**config.mk**
```make
export PLATFORM = sky130hd
export DESIGN_NAME = bit_scan_iterator_flat
export DESIGN_NICKNAME = d
export VERILOG_FILES = /design/src/rtl/bit_scan_iterator_pkg.sv /design/src/rtl/bit_scan_iterator_if.sv /design/src/rtl/bit_scan_iterator_enc.sv /design/src/rtl/bit_scan_iterator.sv /design/src/flat_wrapper.sv
export SDC_FILE = /design/constraint.sdc
export NUM_CORES = 1
export LEC_CHECK = 0
export ABC_AREA = 1
export BUFFER_PORTS_ARGS = -buffer_cell sky130_fd_sc_hd__buf_2
export CAP_MARGIN = 20
export CELL_PAD_IN_SITES_DETAIL_PLACEMENT = 1
export CELL_PAD_IN_SITES_GLOBAL_PLACEMENT = 2
export CORE_MARGIN = 1
export CORE_UTILIZATION = 24
export CTS_CLUSTER_DIAMETER = 200
export DETAILED_ROUTE_END_ITERATION = 10
export PLACE_DENSITY_LB_ADDON = 0.25
export SYNTH_ARGS = -nofsm -noshare
export SYNTH_HDL_FRONTEND = slang
export SYNTH_SLANG_ARGS = --single-unit
```
**constraint.sdc**
```tcl
create_clock -name clk -period 1.5 [get_ports clk]
set_input_delay 0.15 -clock clk [delete_from_list [all_inputs] [get_ports clk]]
set_output_delay 0.15 -clock clk [all_outputs]
set_load 0.01 [all_outputs]
```
**src/rtl/bit_scan_iterator_pkg.sv**
```systemverilog
// bit_scan_pkg: shared types and helpers for the bit scan iterator.
//   clog2  : ceiling log2, used to size index ports
//   onehot : one-hot mask of a bit index, up to MAXW bits wide
//   state_t: scan FSM states
package bit_scan_pkg;
   localparam int MAXW = 256;
   typedef enum logic {IDLE, SCAN} state_t;
   function automatic int clog2(input int n);
      int r;
      for (r = 0; (1 << r) < n; r++);
      return r;
   endfunction
   // Callers truncate the result to their own width; w guards out-of-range indices.
   function automatic logic [MAXW-1:0] onehot(input int idx, input int w);
      return (idx < w) ? (MAXW'(1) << idx) : '0;
   endfunction
endpackage

```
**src/rtl/bit_scan_iterator_if.sv**
```systemverilog
// bit_scan_iterator_if: vector input stream, index output stream and flush.
//   in_valid/in_ready/in_data       : vector handshake (master -> slave)
//   flush                           : synchronous abort (master -> slave)
//   out_valid/out_ready             : index beat handshake (slave -> master)
//   out_idx/out_last/out_none       : beat payload (slave -> master)
interface bit_scan_iterator_if #(parameter int WIDTH = 8);
   localparam int IDXW = bit_scan_pkg::clog2(WIDTH);
   logic             in_valid;
   logic             in_ready;
   logic [WIDTH-1:0] in_data;
   logic             flush;
   logic             out_valid;
   logic             out_ready;
   logic [IDXW-1:0]  out_idx;
   logic             out_last;
   logic             out_none;
   modport slave (input in_valid, in_data, flush, out_ready,
                  output in_ready, out_valid, out_idx, out_last, out_none);
   modport master (output in_valid, in_data, flush, out_ready,
                   input in_ready, out_valid, out_idx, out_last, out_none);
endinterface

```
**src/rtl/bit_scan_iterator_enc.sv**
```systemverilog
// lsb_priority_enc: combinational lowest-set-bit encoder.
//   vec    : input vector
//   idx    : position of lowest set bit, 0 for a zero vector
//   single : exactly one bit set
//   zero   : no bit set
module lsb_priority_enc import bit_scan_pkg::*; #(parameter int WIDTH = 8) (
   input  logic [WIDTH-1:0]        vec,
   output logic [clog2(WIDTH)-1:0] idx,
   output logic                    single,
   output logic                    zero
);
   localparam int IDXW = clog2(WIDTH);
   // Scan from the top so the lowest set bit is the last to win.
   always_comb begin
      idx = '0;
      for (int i = WIDTH - 1; i >= 0; i--) if (vec[i]) idx = IDXW'(i);
   end
   assign zero   = ~|vec;
   assign single = !zero && ((vec & ~WIDTH'(onehot(int'(idx), WIDTH))) == '0);
endmodule

```
**src/rtl/bit_scan_iterator.sv**
```systemverilog
// bit_scan_iterator: emits the index of every set bit of an accepted vector, lowest first.
//   clk   : clock
//   rst_n : asynchronous active-low reset
//   bus   : slave side of bit_scan_iterator_if (vector in, index beats out, flush)
module bit_scan_iterator import bit_scan_pkg::*; #(parameter int WIDTH = 8) (
   input logic                clk,
   input logic                rst_n,
   bit_scan_iterator_if.slave bus
);
   localparam int IDXW = clog2(WIDTH);
   state_t           r_state;
   logic [WIDTH-1:0] r_rem;
   logic             r_zero;
   logic [IDXW-1:0]  w_idx;
   logic             w_single;
   logic             w_empty;
   logic             w_scan;
   lsb_priority_enc #(.WIDTH(WIDTH)) u_enc (
      .vec    (r_rem),
      .idx    (w_idx),
      .single (w_single),
      .zero   (w_empty)
   );
   assign w_scan        = r_state == SCAN;
   assign bus.in_ready  = !w_scan && !bus.flush;
   assign bus.out_valid = w_scan;
   assign bus.out_idx   = w_idx;
   // rem is empty during SCAN only for an all-zero vector, whose sole beat is also last.
   assign bus.out_last  = w_scan && (w_single || w_empty);
   assign bus.out_none  = w_scan && r_zero;
   always_ff @(posedge clk or negedge rst_n) begin
      if (!rst_n) begin
         r_state <= IDLE;
         r_rem   <= '0;
         r_zero  <= 1'b0;
      end else if (bus.flush) begin
         r_state <= IDLE;
         r_rem   <= '0;
         r_zero  <= 1'b0;
      end else if (!w_scan) begin
         if (bus.in_valid) begin
            r_state <= SCAN;
            r_rem   <= bus.in_data;
            r_zero  <= ~|bus.in_data;
         end
      end else if (bus.out_ready) begin
         r_rem <= r_rem & ~WIDTH'(onehot(int'(w_idx), WIDTH));
         if (bus.out_last) begin
            r_state <= IDLE;
            r_zero  <= 1'b0;
         end
      end
   end
endmodule

```
**src/flat_wrapper.sv**
```systemverilog
// flat-port wrapper written by rule: the top's interface ports become plain ports
module bit_scan_iterator_flat import bit_scan_pkg::*;
#(parameter int WIDTH = 8)
  (clk, rst_n, bus_in_valid, bus_in_data, bus_flush, bus_out_ready, bus_in_ready, bus_out_valid, bus_out_idx, bus_out_last, bus_out_none);
  bit_scan_iterator_if #(.WIDTH(WIDTH)) bus_i ();
  input logic clk;
  input logic rst_n;
  input wire logic [$bits(bus_i.in_valid)-1:0] bus_in_valid;
  input wire logic [$bits(bus_i.in_data)-1:0] bus_in_data;
  input wire logic [$bits(bus_i.flush)-1:0] bus_flush;
  input wire logic [$bits(bus_i.out_ready)-1:0] bus_out_ready;
  output wire logic [$bits(bus_i.in_ready)-1:0] bus_in_ready;
  output wire logic [$bits(bus_i.out_valid)-1:0] bus_out_valid;
  output wire logic [$bits(bus_i.out_idx)-1:0] bus_out_idx;
  output wire logic [$bits(bus_i.out_last)-1:0] bus_out_last;
  output wire logic [$bits(bus_i.out_none)-1:0] bus_out_none;
  assign bus_i.in_valid = bus_in_valid;
  assign bus_i.in_data = bus_in_data;
  assign bus_i.flush = bus_flush;
  assign bus_i.out_ready = bus_out_ready;
  assign bus_in_ready = bus_i.in_ready;
  assign bus_out_valid = bus_i.out_valid;
  assign bus_out_idx = bus_i.out_idx;
  assign bus_out_last = bus_i.out_last;
  assign bus_out_none = bus_i.out_none;
  bit_scan_iterator #(.WIDTH(WIDTH)) u_core (.clk(clk), .rst_n(rst_n), .bus(bus_i));
endmodule
```
-- Yosys cells after proc, flatten, opt, wreduce, memory -nomap -nowiden
Index checks and enable logic that the tools add are counted.
- register bits: 10
- input bits: 13
- equality and inequality tests: 2
- shifts and indexed selects: 1
- multiplexer cells: 22
- bitwise logic cells: 2
- reduce and logical (&&, ||, !) cells: 15
- operators with widths (operator ; number):
    $mux W8 ; 4
    $mux W3 ; 8
    $reduce_or A8 Y1 ; 2
    $mux W1 ; 10
    $and A8 B8 Y8 ; 1
    $logic_not A8 Y1 ; 1
    $not A8 Y8 ; 1
    $shl A1 B3 Y8 const A ; 1
    $ne A3 B3 Y1 const B ; 2
    $logic_and A1 B1 Y1 ; 4
    $logic_not A1 Y1 ; 4
    $reduce_and A3 Y1 ; 1
    $reduce_bool A3 Y1 ; 1
    $reduce_and A2 Y1 ; 1
    $logic_or A1 B1 Y1 ; 1

-- Logic depth before layout (Yosys ltp)
Gate-level depths: netlist of run 1.
- depth in word-level cells: 19
- mapped depth: 14
- gate-level depth less buffers: 14

-- By module
Synthesis of run 1 repeated with hierarchy kept, for this count alone.
- cell total of the unflattened synthesis: 124
- area, all modules: 774.5 um2
- by module, submodules not included (module ; instances ; cells an instance ; area an instance (um2)):
    bit_scan_iterator ; 1 ; 96 ; 618.1
    lsb_priority_enc ; 1 ; 28 ; 156.4

-- Worst setup path after synthesis of run 1
No wires, ideal clock.
- kind: flip-flop to flip-flop
- start point: register u_core.r_rem[1]
- end point: register u_core.r_zero
- data arrival time: 1301 ps
- required time: 1383 ps
- slack: 82 ps
- cell stages (with the launch flop): 11
- buffers on the path: 0
- cell sequence: dfrtp_1 > nor2_4 > nand2_2 > nor2_4 > nand3_2 > nand2_1 > nand2_1 > nor2_2 > nand4_2 > nand4_1 > nand2_1
- longest elaborated chain between the ends: 11
- RTL lines (element ; RTL line ; source):
    start, declared ; bit_scan_iterator.sv:12 ; logic [WIDTH-1:0] r_rem;
    start signal, assigned ; bit_scan_iterator.sv:43 ; r_rem <= bus.in_data;
    start signal, assigned ; bit_scan_iterator.sv:47 ; r_rem <= r_rem & ~WIDTH'(onehot(int'(w_idx), WIDTH));
    $mux W3 (2 in a row) ; bit_scan_iterator_enc.sv:16 ; for (int i = WIDTH - 1; i >= 0; i--) if (vec[i]) idx = IDXW'(i);
    $shl A1 B3 Y8 ; bit_scan_iterator_pkg.sv:15 ; return (idx < w) ? (MAXW'(1) << idx) : '0;
    $not A8 Y8 ; bit_scan_iterator_enc.sv:19 ; assign single = !zero && ((vec & ~WIDTH'(onehot(int'(idx), WIDTH))) == '0);
    $and A8 B8 Y8 ; bit_scan_iterator_enc.sv:19 ;
    $logic_not A8 Y1 ; bit_scan_iterator_enc.sv:19 ;
    $logic_and A1 B1 Y1 ; bit_scan_iterator_enc.sv:19 ;
    $logic_or A1 B1 Y1 * ; bit_scan_iterator.sv:29 ; assign bus.out_last = w_scan && (w_single || w_empty);
    $logic_and A1 B1 Y1 * ; bit_scan_iterator.sv:29 ;
    $ne A3 B3 Y1 (no line) * ; - ;
    $reduce_and A3 Y1 (no line) * ; - ;
    end signal, assigned ; bit_scan_iterator.sv:44 ; r_zero <= ~|bus.in_data;
    end, declared ; bit_scan_iterator.sv:13 ; logic r_zero;
Mark *: on every way between the ends. The rest lies on a longest branch, timed or not.
A chain may end at the register's enable or synchronous reset.

-- Worst setup path in the final report of run 1
- start point: register u_core.r_rem[1]
- end point: output port bus_out_last
- longest elaborated chain between the ends: 9
- RTL lines (element ; RTL line ; source):
    $mux W3 (2 in a row) ; bit_scan_iterator_enc.sv:16 ;
    $shl A1 B3 Y8 ; bit_scan_iterator_pkg.sv:15 ;
    $not A8 Y8 ; bit_scan_iterator_enc.sv:19 ;
    $and A8 B8 Y8 ; bit_scan_iterator_enc.sv:19 ;
    $logic_not A8 Y1 ; bit_scan_iterator_enc.sv:19 ;
    $logic_and A1 B1 Y1 ; bit_scan_iterator_enc.sv:19 ;
    $logic_or A1 B1 Y1 * ; bit_scan_iterator.sv:29 ;
    $logic_and A1 B1 Y1 * ; bit_scan_iterator.sv:29 ;
    end, declared ; flat_wrapper.sv:15 ; output wire logic [$bits(bus_i.out_last)-1:0] bus_out_last;
Marks and branches as above.

==> results of run 1 <==
[flip-flops by register name (all words and copies together), names as in the netlist]
signal / cells
u_core.r_rem: 8
u_core.r_zero: 1
u_core.bus.out_valid: 1
[cells in the mapped netlist]
| master | count |
|---|---|
| a21oi_1 | 5 |
| clkbuf_1 | 1 |
| dfrtp_1 | 10 |
| inv_1 | 18 |
| nand2_1 | 29 |
| nand2_2 | 2 |
| nand3_1 | 5 |
| nand3_2 | 3 |
| nand4_1 | 2 |
| nand4_2 | 1 |
| nor2_1 | 5 |
| nor2_2 | 1 |
| nor2_4 | 3 |
| nor4_1 | 2 |
| o211ai_1 | 1 |
| o21ai_0 | 9 |
| o21ai_1 | 1 |
| o22ai_1 | 6 |
[what timing repair did]
| action | 4_1_cts | 5_1_grt |
|---|---|---|
| pin swaps | 9 | 12 |
| resized for setup | 12 | 12 |
| hold buffers | 1 | 0 |
| hold endpoints to repair | 10 | 0 |
| buffers inserted | 8 | 4 |
| endpoints found under the setup margin | 5 | 10 |
[path summary, 6_finish.rpt]
check,slack [ns],cells after the start,to,from
setup / recovery,-0.29,10,bus_out_last,u_core.r_rem[1]
min in group asynchronous,0.27,2,u_core.bus.out_valid,rst_n
hold / removal,0.07,2,u_core.bus.out_valid,bus_flush
max in group asynchronous,1.01,2,u_core.bus.out_valid,rst_n
hold reg to reg,0.53,2,u_core.r_zero,u_core.r_zero
setup reg to reg,-0.11,11,u_core.r_zero,u_core.r_rem[1]
[critical path: stages, from the launching register on]
cell     delay, ns
dfrtp_1       0.42
nor2_4        0.15
nand2_4       0.08
nor2_4        0.12
nand3_2       0.10
nand2_1       0.08
nand2_2       0.07
nor2_4        0.12
nand3_2       0.06
inv_1         0.05
buf_2         0.11
[cells by family after synthesis]
logic type / count (synthesis) / share of synthesized area, %
flops: 10 / 35.0
compound gates: 22 / 16.8
buf+inv: 19 / 9.98
simple gates: 53 / 38.2
[power breakdown]
group	total, W	internal, W	switching [W]	leakage (nW)
sequential	0.000330	0.000298	0.0000321	0.130
combinational	0.000516	0.000235	0.000281	0.453
clock	0.000191	0.0000929	0.0000979	0.0138
total	0.00104	0.000625	0.000411	0.597
[routing by layer]
| metal | up-vias | share of wire [%] | track usage, % | wire (um) |
|---|---|---|---|---|
| met4 | 0 | 1.7 | 6.27 | 40 |
| met5 | - | 0 | 0 | 0 |
| met3 | 5 | 2.5 | 2.30 | 58 |
| li1 | 435 | - | - | - |
| met2 | 14 | 51 | 31.3 | 1210 |
| met1 | 394 | 45 | 20.7 | 1060 |
[final cells by class]
type	instances	area [um^2]	share of cell area (%)
well taps	31	38.8	3.45
repair buffers	43	282	25.1
multi-input cells	75	462	41.1
inverters	18	67.6	6.01
flip-flops and latches	10	251	22.4
clock buffers	3	22.5	2.00
[metrics by stage]
stage | setup TNS (ns) | hold WS, ns | setup slack (ns) | instance area (um^2)
2_1_floorplan | 0 | -0.146 | 0.0820 | 714
3_3_place_gp | -0.150 | 0.0342 | -0.0567 | 965
3_5_place_dp | -0.290 | 0.0369 | -0.103 | 965
4_1_cts | -0.907 | 0.0767 | -0.351 | 1090
5_1_grt | -1.09 | 0.0746 | -0.428 | 1120
6_report | -0.498 | 0.0683 | -0.288 | 1120
==> impl_results.html, run 1 <==
<table>
<tr><th>Metric</th><th>Value</th></tr>
<tr><th colspan="2">Run status</th></tr>
<tr><td>Outcome</td><td>finished with violations</td></tr>
<tr><td>Violations in the final reports</td><td>negative setup slack</td></tr>
<tr><th colspan="2">Global route</th></tr>
<tr><td>Largest net degree at the start of global routing</td><td>11</td></tr>
<tr><td>Via count of the first global-routing pass</td><td>930</td></tr>
<tr><td>Global route overflow</td><td>0</td></tr>
<tr><td>Total GRT Usage</td><td>17.3%</td></tr>
<tr><td>Number of antenna violations at the first check in global routing</td><td>0</td></tr>
<tr><td>Global-route wire length before repair</td><td>4300 um</td></tr>
<tr><th colspan="2">Logic synthesis</th></tr>
<tr><td>Portion of synthesized cell area occupied by the leading cell type</td><td>35.0%</td></tr>
<tr><td>Mean Syn Cell Area</td><td>about 6.9 um^2</td></tr>
<tr><td>Area leader, netlist</td><td>dfrtp_1</td></tr>
<tr><td>Leading post-synthesis cells by cell area</td><td>dfrtp_1 (35%), nand2_1 (15%), inv_1 (9.5%), o21ai_0 (6.3%), o22ai_1 (5.3%)</td></tr>
<tr><td>Fraction of the yosys area taken by sequential cells</td><td>35.0%</td></tr>
<tr><td>Number of warnings reported in the yosys synthesis log</td><td>0</td></tr>
<tr><td>Seq cells post-synth</td><td>10</td></tr>
<tr><td>Syn Inst Count</td><td>about 100</td></tr>
<tr><td>Unique masters post-synth</td><td>18</td></tr>
<tr><td>Syn Std Cell Area</td><td>714 um^2</td></tr>
<tr><td>Synthesized net count</td><td>117</td></tr>
<tr><th colspan="2">Power and ir drop</th></tr>
<tr><td>Static Leakage</td><td>0.597 nW</td></tr>
<tr><td>Power density of the placed cells</td><td>922 nW/um^2</td></tr>
<tr><td>Overall power</td><td>0.00104 W</td></tr>
<tr><td>Max IR drop VDD</td><td>0.602 mV</td></tr>
<tr><th colspan="2">Die</th></tr>
<tr><td>Number of ports placed on the die boundary</td><td>20</td></tr>
<tr><td>Standard cell core area</td><td>2780 um^2</td></tr>
<tr><td>Die span in x</td><td>56.6 um</td></tr>
<tr><td>Number of rows in the core area</td><td>19</td></tr>
<tr><td>Starting density of the core</td><td>25.7%</td></tr>
<tr><td>Die area</td><td>3200 um^2</td></tr>
<tr><td>Die boundary height</td><td>56.6 um</td></tr>
<tr><th colspan="2">Setup path</th></tr>
<tr><td>CP Capture Type</td><td>output pin</td></tr>
<tr><td>Crit path launch type</td><td>register</td></tr>
<tr><td>Highest net fanout along the worst path</td><td>3</td></tr>
<tr><td>Type of the setup path with the least slack</td><td>reg2out</td></tr>
<tr><td>Data arrival time of the critical path</td><td>1.64 ns</td></tr>
<tr><td>Endpoint required time on the critical path</td><td>about 1.4 ns</td></tr>
<tr><th colspan="2">Place</th></tr>
<tr><td>Number of cells after detailed placement</td><td>169</td></tr>
<tr><td>Final RePlAce weighted congestion</td><td>0.802</td></tr>
<tr><td>Detail Placement HPWL</td><td>about 1900 um</td></tr>
<tr><td>Quantity of I/O buffers inserted on ports</td><td>19</td></tr>
<tr><th colspan="2">Clocking</th></tr>
<tr><td>Clock sink count</td><td>10</td></tr>
<tr><td>Bufs on Longest Clock Path</td><td>2</td></tr>
<tr><td>CTS Root Buffer Type</td><td>clkbuf_4</td></tr>
<tr><td>Number of buffers created by CTS</td><td>3</td></tr>
<tr><td>TritonCTS clock tree</td><td>done</td></tr>
<tr><td>Level count of the clock H-tree</td><td>1</td></tr>
<tr><td>Clock slew seen by the registers of the worst setup and hold paths</td><td>0.07 ns</td></tr>
<tr><td>Clock insertion delay at the later pin of the skew report</td><td>~0.27 ns</td></tr>
<tr><th colspan="2">Route</th></tr>
<tr><td>Average routed wire per standard cell</td><td>13.1 um</td></tr>
<tr><td>First-pass iteration count of the detailed router</td><td>2</td></tr>
<tr><td>Total Wirelength</td><td>2370 um</td></tr>
<tr><td>DRC viols</td><td>0</td></tr>
<tr><td>Vias/cell</td><td>~4.7</td></tr>
<tr><td>First-iteration detailed-routing DRC count</td><td>8</td></tr>
<tr><td>Remaining antenna violation count after routing</td><td>0</td></tr>
<tr><td>Via count of the routed design</td><td>848</td></tr>
<tr><th colspan="2">Cells and area</th></tr>
<tr><td>Antenna cell count</td><td>0</td></tr>
<tr><td>Layout cell share with drive strength beyond 1</td><td>between 40% and 50%</td></tr>
<tr><td>Final Net Count</td><td>164</td></tr>
<tr><td>Layout overhead on the synthesized area</td><td>57.3%</td></tr>
<tr><td>Post-layout util</td><td>40.4%</td></tr>
<tr><td>Final-layout fill cell count</td><td>338</td></tr>
<tr><td>Count of non-filler cells in the finished layout</td><td>180</td></tr>
<tr><td>Commonest cells after routing, fill and taps aside</td><td>nand2_1 (24), buf_4 (22), buf_2 (19), inv_1 (13)</td></tr>
<tr><td>Most common cell after layout, fill and taps aside</td><td>nand2_1</td></tr>
<tr><th colspan="2">Worst hold path</th></tr>
<tr><td>Worst Hold Class</td><td>in2reg</td></tr>
<tr><th colspan="2">STA</th></tr>
<tr><td>Minimum clock period</td><td>between 1.5 and 2 ns</td></tr>
<tr><td>Max-slew headroom</td><td>76.3%</td></tr>
<tr><td>Final setup vio count</td><td>3</td></tr>
<tr><td>Worst clock skew</td><td>0.00225 ns</td></tr>
<tr><td>PnR worst setup slack</td><td>-0.288 ns</td></tr>
<tr><td>Max Slew Vio Count</td><td>0</td></tr>
<tr><td>Achievable clock frequency</td><td>559 MHz</td></tr>
<tr><td>Tcrit/Tclk final</td><td>119%</td></tr>
<tr><td>Setup repair after global routing missed its margin</td><td>true</td></tr>
<tr><td>Worst Max-Slew Pin Slew</td><td>between 0.3 and 0.4 ns</td></tr>
<tr><td>Hold Fails Final Rpt</td><td>0</td></tr>
<tr><th colspan="2">Run</th></tr>
<tr><td>Number of max-capacitance violations reported</td><td>0</td></tr>
</table>
No activity file was read; power rests on OpenSTA's default activity.
==> run 2: changes to the inputs <==
--- a/config.mk
+++ b/config.mk
@@ -15,6 +15,7 @@
 export CTS_CLUSTER_DIAMETER = 200
 export DETAILED_ROUTE_END_ITERATION = 10
 export PLACE_DENSITY_LB_ADDON = 0.25
+export SETUP_SLACK_MARGIN = 0.02
 export SYNTH_ARGS = -nofsm -noshare
 export SYNTH_HDL_FRONTEND = slang
 export SYNTH_SLANG_ARGS = --single-unit
==> run 2 against run 1 <==
The flow still finishes with violations (negative setup slack). Non-clock buffer count increased by 1. Routed wire length grew 1.9%. Critical path depth is the same. Largest cell class unchanged. Via count is 0.71% higher. Global-route usage about the same. Highest routed layer unchanged. Fmax grew 0.11%. Sequential power barely moved.
==> impl_results.html, run 2 (same netlist as run 1, synthesis figures left out) <==
<table>
<tr><th>Metric</th><th>Value</th></tr>
<tr><th colspan="2">Run status</th></tr>
<tr><td>Outcome</td><td>finished with violations (unchanged)</td></tr>
<tr><td>Violations in the final reports</td><td>negative setup slack (unchanged)</td></tr>
<tr><th colspan="2">Cells and area</th></tr>
<tr><td>Layout overhead on the synthesized area</td><td>59.9% (was 57.3%)</td></tr>
<tr><td>Layout cell share with drive strength beyond 1</td><td>52.0% (was 49.7%)</td></tr>
<tr><td>Register ranked first by flip-flop count</td><td>u_core.r_rem (unchanged)</td></tr>
<tr><td>Post-route standard cell area excluding fillers</td><td>1140 um^2 (was 1120 um^2)</td></tr>
<tr><td>Antenna cell count</td><td>0 (unchanged)</td></tr>
<tr><td>Most common cell after layout, fill and taps aside</td><td>buf_4 (was nand2_1)</td></tr>
<tr><td>Final Net Count</td><td>165 (was 164)</td></tr>
<tr><td>Commonest cells after routing, fill and taps aside</td><td>buf_4 (23), nand2_1 (22), buf_2 (18), inv_1 (12) (was nand2_1 (24), buf_4 (22), buf_2 (19), inv_1 (13))</td></tr>
<tr><td>Largest register FFs</td><td>8 (unchanged)</td></tr>
<tr><td>Final-layout fill cell count</td><td>338 (unchanged)</td></tr>
<tr><th colspan="2">Clocking</th></tr>
<tr><td>TritonCTS clock tree</td><td>done (unchanged)</td></tr>
<tr><td>Clock insertion delay at the later pin of the skew report</td><td>0.27 ns (about the same)</td></tr>
<tr><td>Level count of the clock H-tree</td><td>1 (unchanged)</td></tr>
<tr><td>Clock slew seen by the registers of the worst setup and hold paths</td><td>0.07 ns (about the same)</td></tr>
<tr><td>CTS Root Buffer Type</td><td>clkbuf_4 (unchanged)</td></tr>
<tr><td>Number of buffers created by CTS</td><td>3 (unchanged)</td></tr>
<tr><td>Bufs on Longest Clock Path</td><td>2 (unchanged)</td></tr>
<tr><td>Clock sink count</td><td>10 (unchanged)</td></tr>
<tr><th colspan="2">Route</th></tr>
<tr><td>DRC viols</td><td>0 (unchanged)</td></tr>
<tr><td>First-iteration detailed-routing DRC count</td><td>4 (was 8)</td></tr>
<tr><td>First-pass iteration count of the detailed router</td><td>2 (unchanged)</td></tr>
<tr><td>Via count of the routed design</td><td>854 (was 848)</td></tr>
<tr><td>Average routed wire per standard cell</td><td>13.3 um (was 13.1 um)</td></tr>
<tr><td>Vias/cell</td><td>4.72 (was 4.71)</td></tr>
<tr><td>Total Wirelength</td><td>2410 um (was 2370 um)</td></tr>
<tr><td>Remaining antenna violation count after routing</td><td>0 (unchanged)</td></tr>
<tr><th colspan="2">STA</th></tr>
<tr><td>Worst clock skew</td><td>0.00183 ns (was 0.00225 ns)</td></tr>
<tr><td>Hold Fails Final Rpt</td><td>0 (unchanged)</td></tr>
<tr><td>Final setup vio count</td><td>3 (unchanged)</td></tr>
<tr><td>Minimum clock period</td><td>1.79 ns (about the same)</td></tr>
<tr><td>Tcrit/Tclk final</td><td>119% (about the same)</td></tr>
<tr><td>Max-slew headroom</td><td>77.2% (was 76.3%)</td></tr>
<tr><td>Achievable clock frequency</td><td>560 MHz (was 559 MHz)</td></tr>
<tr><td>Setup repair after global routing missed its margin</td><td>true (unchanged)</td></tr>
<tr><td>Worst-case hold slack</td><td>0.0676 ns (was 0.0683 ns)</td></tr>
<tr><td>Post-Route Setup TNS</td><td>-0.489 ns (was -0.498 ns)</td></tr>
<tr><td>Max Slew Vio Count</td><td>0 (unchanged)</td></tr>
<tr><td>Worst Max-Slew Pin Slew</td><td>0.340 ns (was 0.352 ns)</td></tr>
<tr><td>PnR worst setup slack</td><td>-0.286 ns (was -0.288 ns)</td></tr>
<tr><th colspan="2">Setup path</th></tr>
<tr><td>Data arrival time of the critical path</td><td>1.64 ns (about the same)</td></tr>
<tr><td>Number of cell instances on the worst register-to-register path</td><td>11 (unchanged)</td></tr>
<tr><td>Capturing instance or port of the critical path</td><td>bus_out_last (unchanged)</td></tr>
<tr><td>Endpoint required time on the critical path</td><td>1.35 ns (about the same)</td></tr>
<tr><td>Critical Path Source</td><td>u_core.r_rem[1] (unchanged)</td></tr>
<tr><td>Destination of the worst register-to-register timing path</td><td>u_core.r_zero (unchanged)</td></tr>
<tr><td>Beginning of the worst register-to-register path</td><td>u_core.r_rem[1] (unchanged)</td></tr>
<tr><td>Highest net fanout along the worst path</td><td>3 (unchanged)</td></tr>
<tr><td>FF-to-FF setup slack</td><td>-0.10 ns (was -0.11 ns)</td></tr>
<tr><td>Crit path launch type</td><td>register (unchanged)</td></tr>
<tr><td>CP Capture Type</td><td>output pin (unchanged)</td></tr>
<tr><td>Type of the setup path with the least slack</td><td>reg2out (unchanged)</td></tr>
<tr><th colspan="2">Die</th></tr>
<tr><td>Die span in x</td><td>56.6 um (unchanged)</td></tr>
<tr><td>Number of ports placed on the die boundary</td><td>20 (unchanged)</td></tr>
<tr><td>Die boundary height</td><td>56.6 um (unchanged)</td></tr>
<tr><td>Standard cell core area</td><td>2780 um^2 (unchanged)</td></tr>
<tr><td>Number of rows in the core area</td><td>19 (unchanged)</td></tr>
<tr><td>Die area</td><td>3200 um^2 (unchanged)</td></tr>
<tr><td>Starting density of the core</td><td>25.7% (unchanged)</td></tr>
<tr><th colspan="2">Global route</th></tr>
<tr><td>Largest net degree at the start of global routing</td><td>11 (unchanged)</td></tr>
<tr><td>Global route overflow</td><td>0 (unchanged)</td></tr>
<tr><td>Via count of the first global-routing pass</td><td>927 (was 930)</td></tr>
<tr><td>Number of antenna violations at the first check in global routing</td><td>0 (unchanged)</td></tr>
<tr><td>Total GRT Usage</td><td>17.3% (about the same)</td></tr>
<tr><td>Global-route wire length before repair</td><td>4280 um (was 4300 um)</td></tr>
<tr><th colspan="2">Place</th></tr>
<tr><td>Cell area after placement</td><td>965 um^2 (unchanged)</td></tr>
<tr><td>Final RePlAce weighted congestion</td><td>0.802 (unchanged)</td></tr>
<tr><td>Detail Placement HPWL</td><td>1870 um (unchanged)</td></tr>
<tr><td>Worst setup timing slack at the placement stage</td><td>-0.103 ns (unchanged)</td></tr>
<tr><td>Quantity of I/O buffers inserted on ports</td><td>19 (unchanged)</td></tr>
<tr><th colspan="2">Power and ir drop</th></tr>
<tr><td>Static Leakage</td><td>0.602 nW (was 0.597 nW)</td></tr>
<tr><td>Power density of the placed cells</td><td>927 nW/um^2 (was 922 nW/um^2)</td></tr>
<tr><td>Overall power</td><td>0.00106 W (was 0.00104 W)</td></tr>
<tr><td>Max IR drop VDD</td><td>0.606 mV (was 0.602 mV)</td></tr>
<tr><th colspan="2">Run</th></tr>
<tr><td>Number of max-capacitance violations reported</td><td>0 (unchanged)</td></tr>
<tr><th colspan="2">Worst hold path</th></tr>
<tr><td>Worst Hold Class</td><td>in2reg (unchanged)</td></tr>
<tr><td>Hold Crit Start</td><td>bus_flush (unchanged)</td></tr>
</table>
run 2: final cells by class:
type                    instances  area, um^2  share of cell area, %
flip-flops and latches         10         251                   22.0
clock buffers                   3        22.5                   1.97
multi-input cells              75         467                   40.9
inverters                      18        67.6                   5.91
repair buffers                 44         295                   25.8
well taps                      31        38.8                   3.40
run 2: worst min-delay path by stage:
stage                                       to  slack (ns)  depth (start not counted)
final                     u_core.bus.out_valid        0.07                          2
after global placement    u_core.bus.out_valid        0.03                          1
after detailed placement  u_core.bus.out_valid        0.04                          1
after global routing      u_core.bus.out_valid        0.07                          2
after CTS                 u_core.bus.out_valid        0.08                          2
after floorplan           u_core.bus.out_valid       -0.15                          0
run 2: worst max-delay path, stage by stage, from the launching register on:
cell and delay (ns):
dfrtp_1 0.42, nor2_4 0.15, nand2_4 0.08, nor2_4 0.12
nand3_2 0.10, nand2_1 0.08, nand2_2 0.07, nor2_4 0.12
nand3_2 0.06, inv_1 0.05, buf_2 0.11
run 2: through the flow:
step / std cells / util (%)
global placement: 169 / 34.7
floorplan: 104 / -
detailed placement: 169 / 34.7
finish: 181 / 41.1
global route: 181 / 41.1
CTS: 181 / 39.5
run 2: per-layer routing:
layer / GRT usage (%) / part of all wire [%]
met5: 0 / 0
met4: 6.27 / 1.7
met3: 2.07 / 2.3
met2: 31.3 / 52
met1: 20.7 / 44
run 2: what timing repair did:
action                                  4_1_cts  5_1_grt
endpoints found under the setup margin        5       12
resized for setup                            14       14
pin swaps                                     9       12
endpoints found under the hold margin        10        0
hold buffers                                  1        0
buffers inserted                              8        5
run 2: power by group:
part | switching, W | leakage [nW] | internal (W)
sequential | 0.0000319 | 0.130 | 0.000298
combinational | 0.000289 | 0.458 | 0.000249
clock | 0.0000987 | 0.0138 | 0.0000929
total | 0.000419 | 0.602 | 0.000640
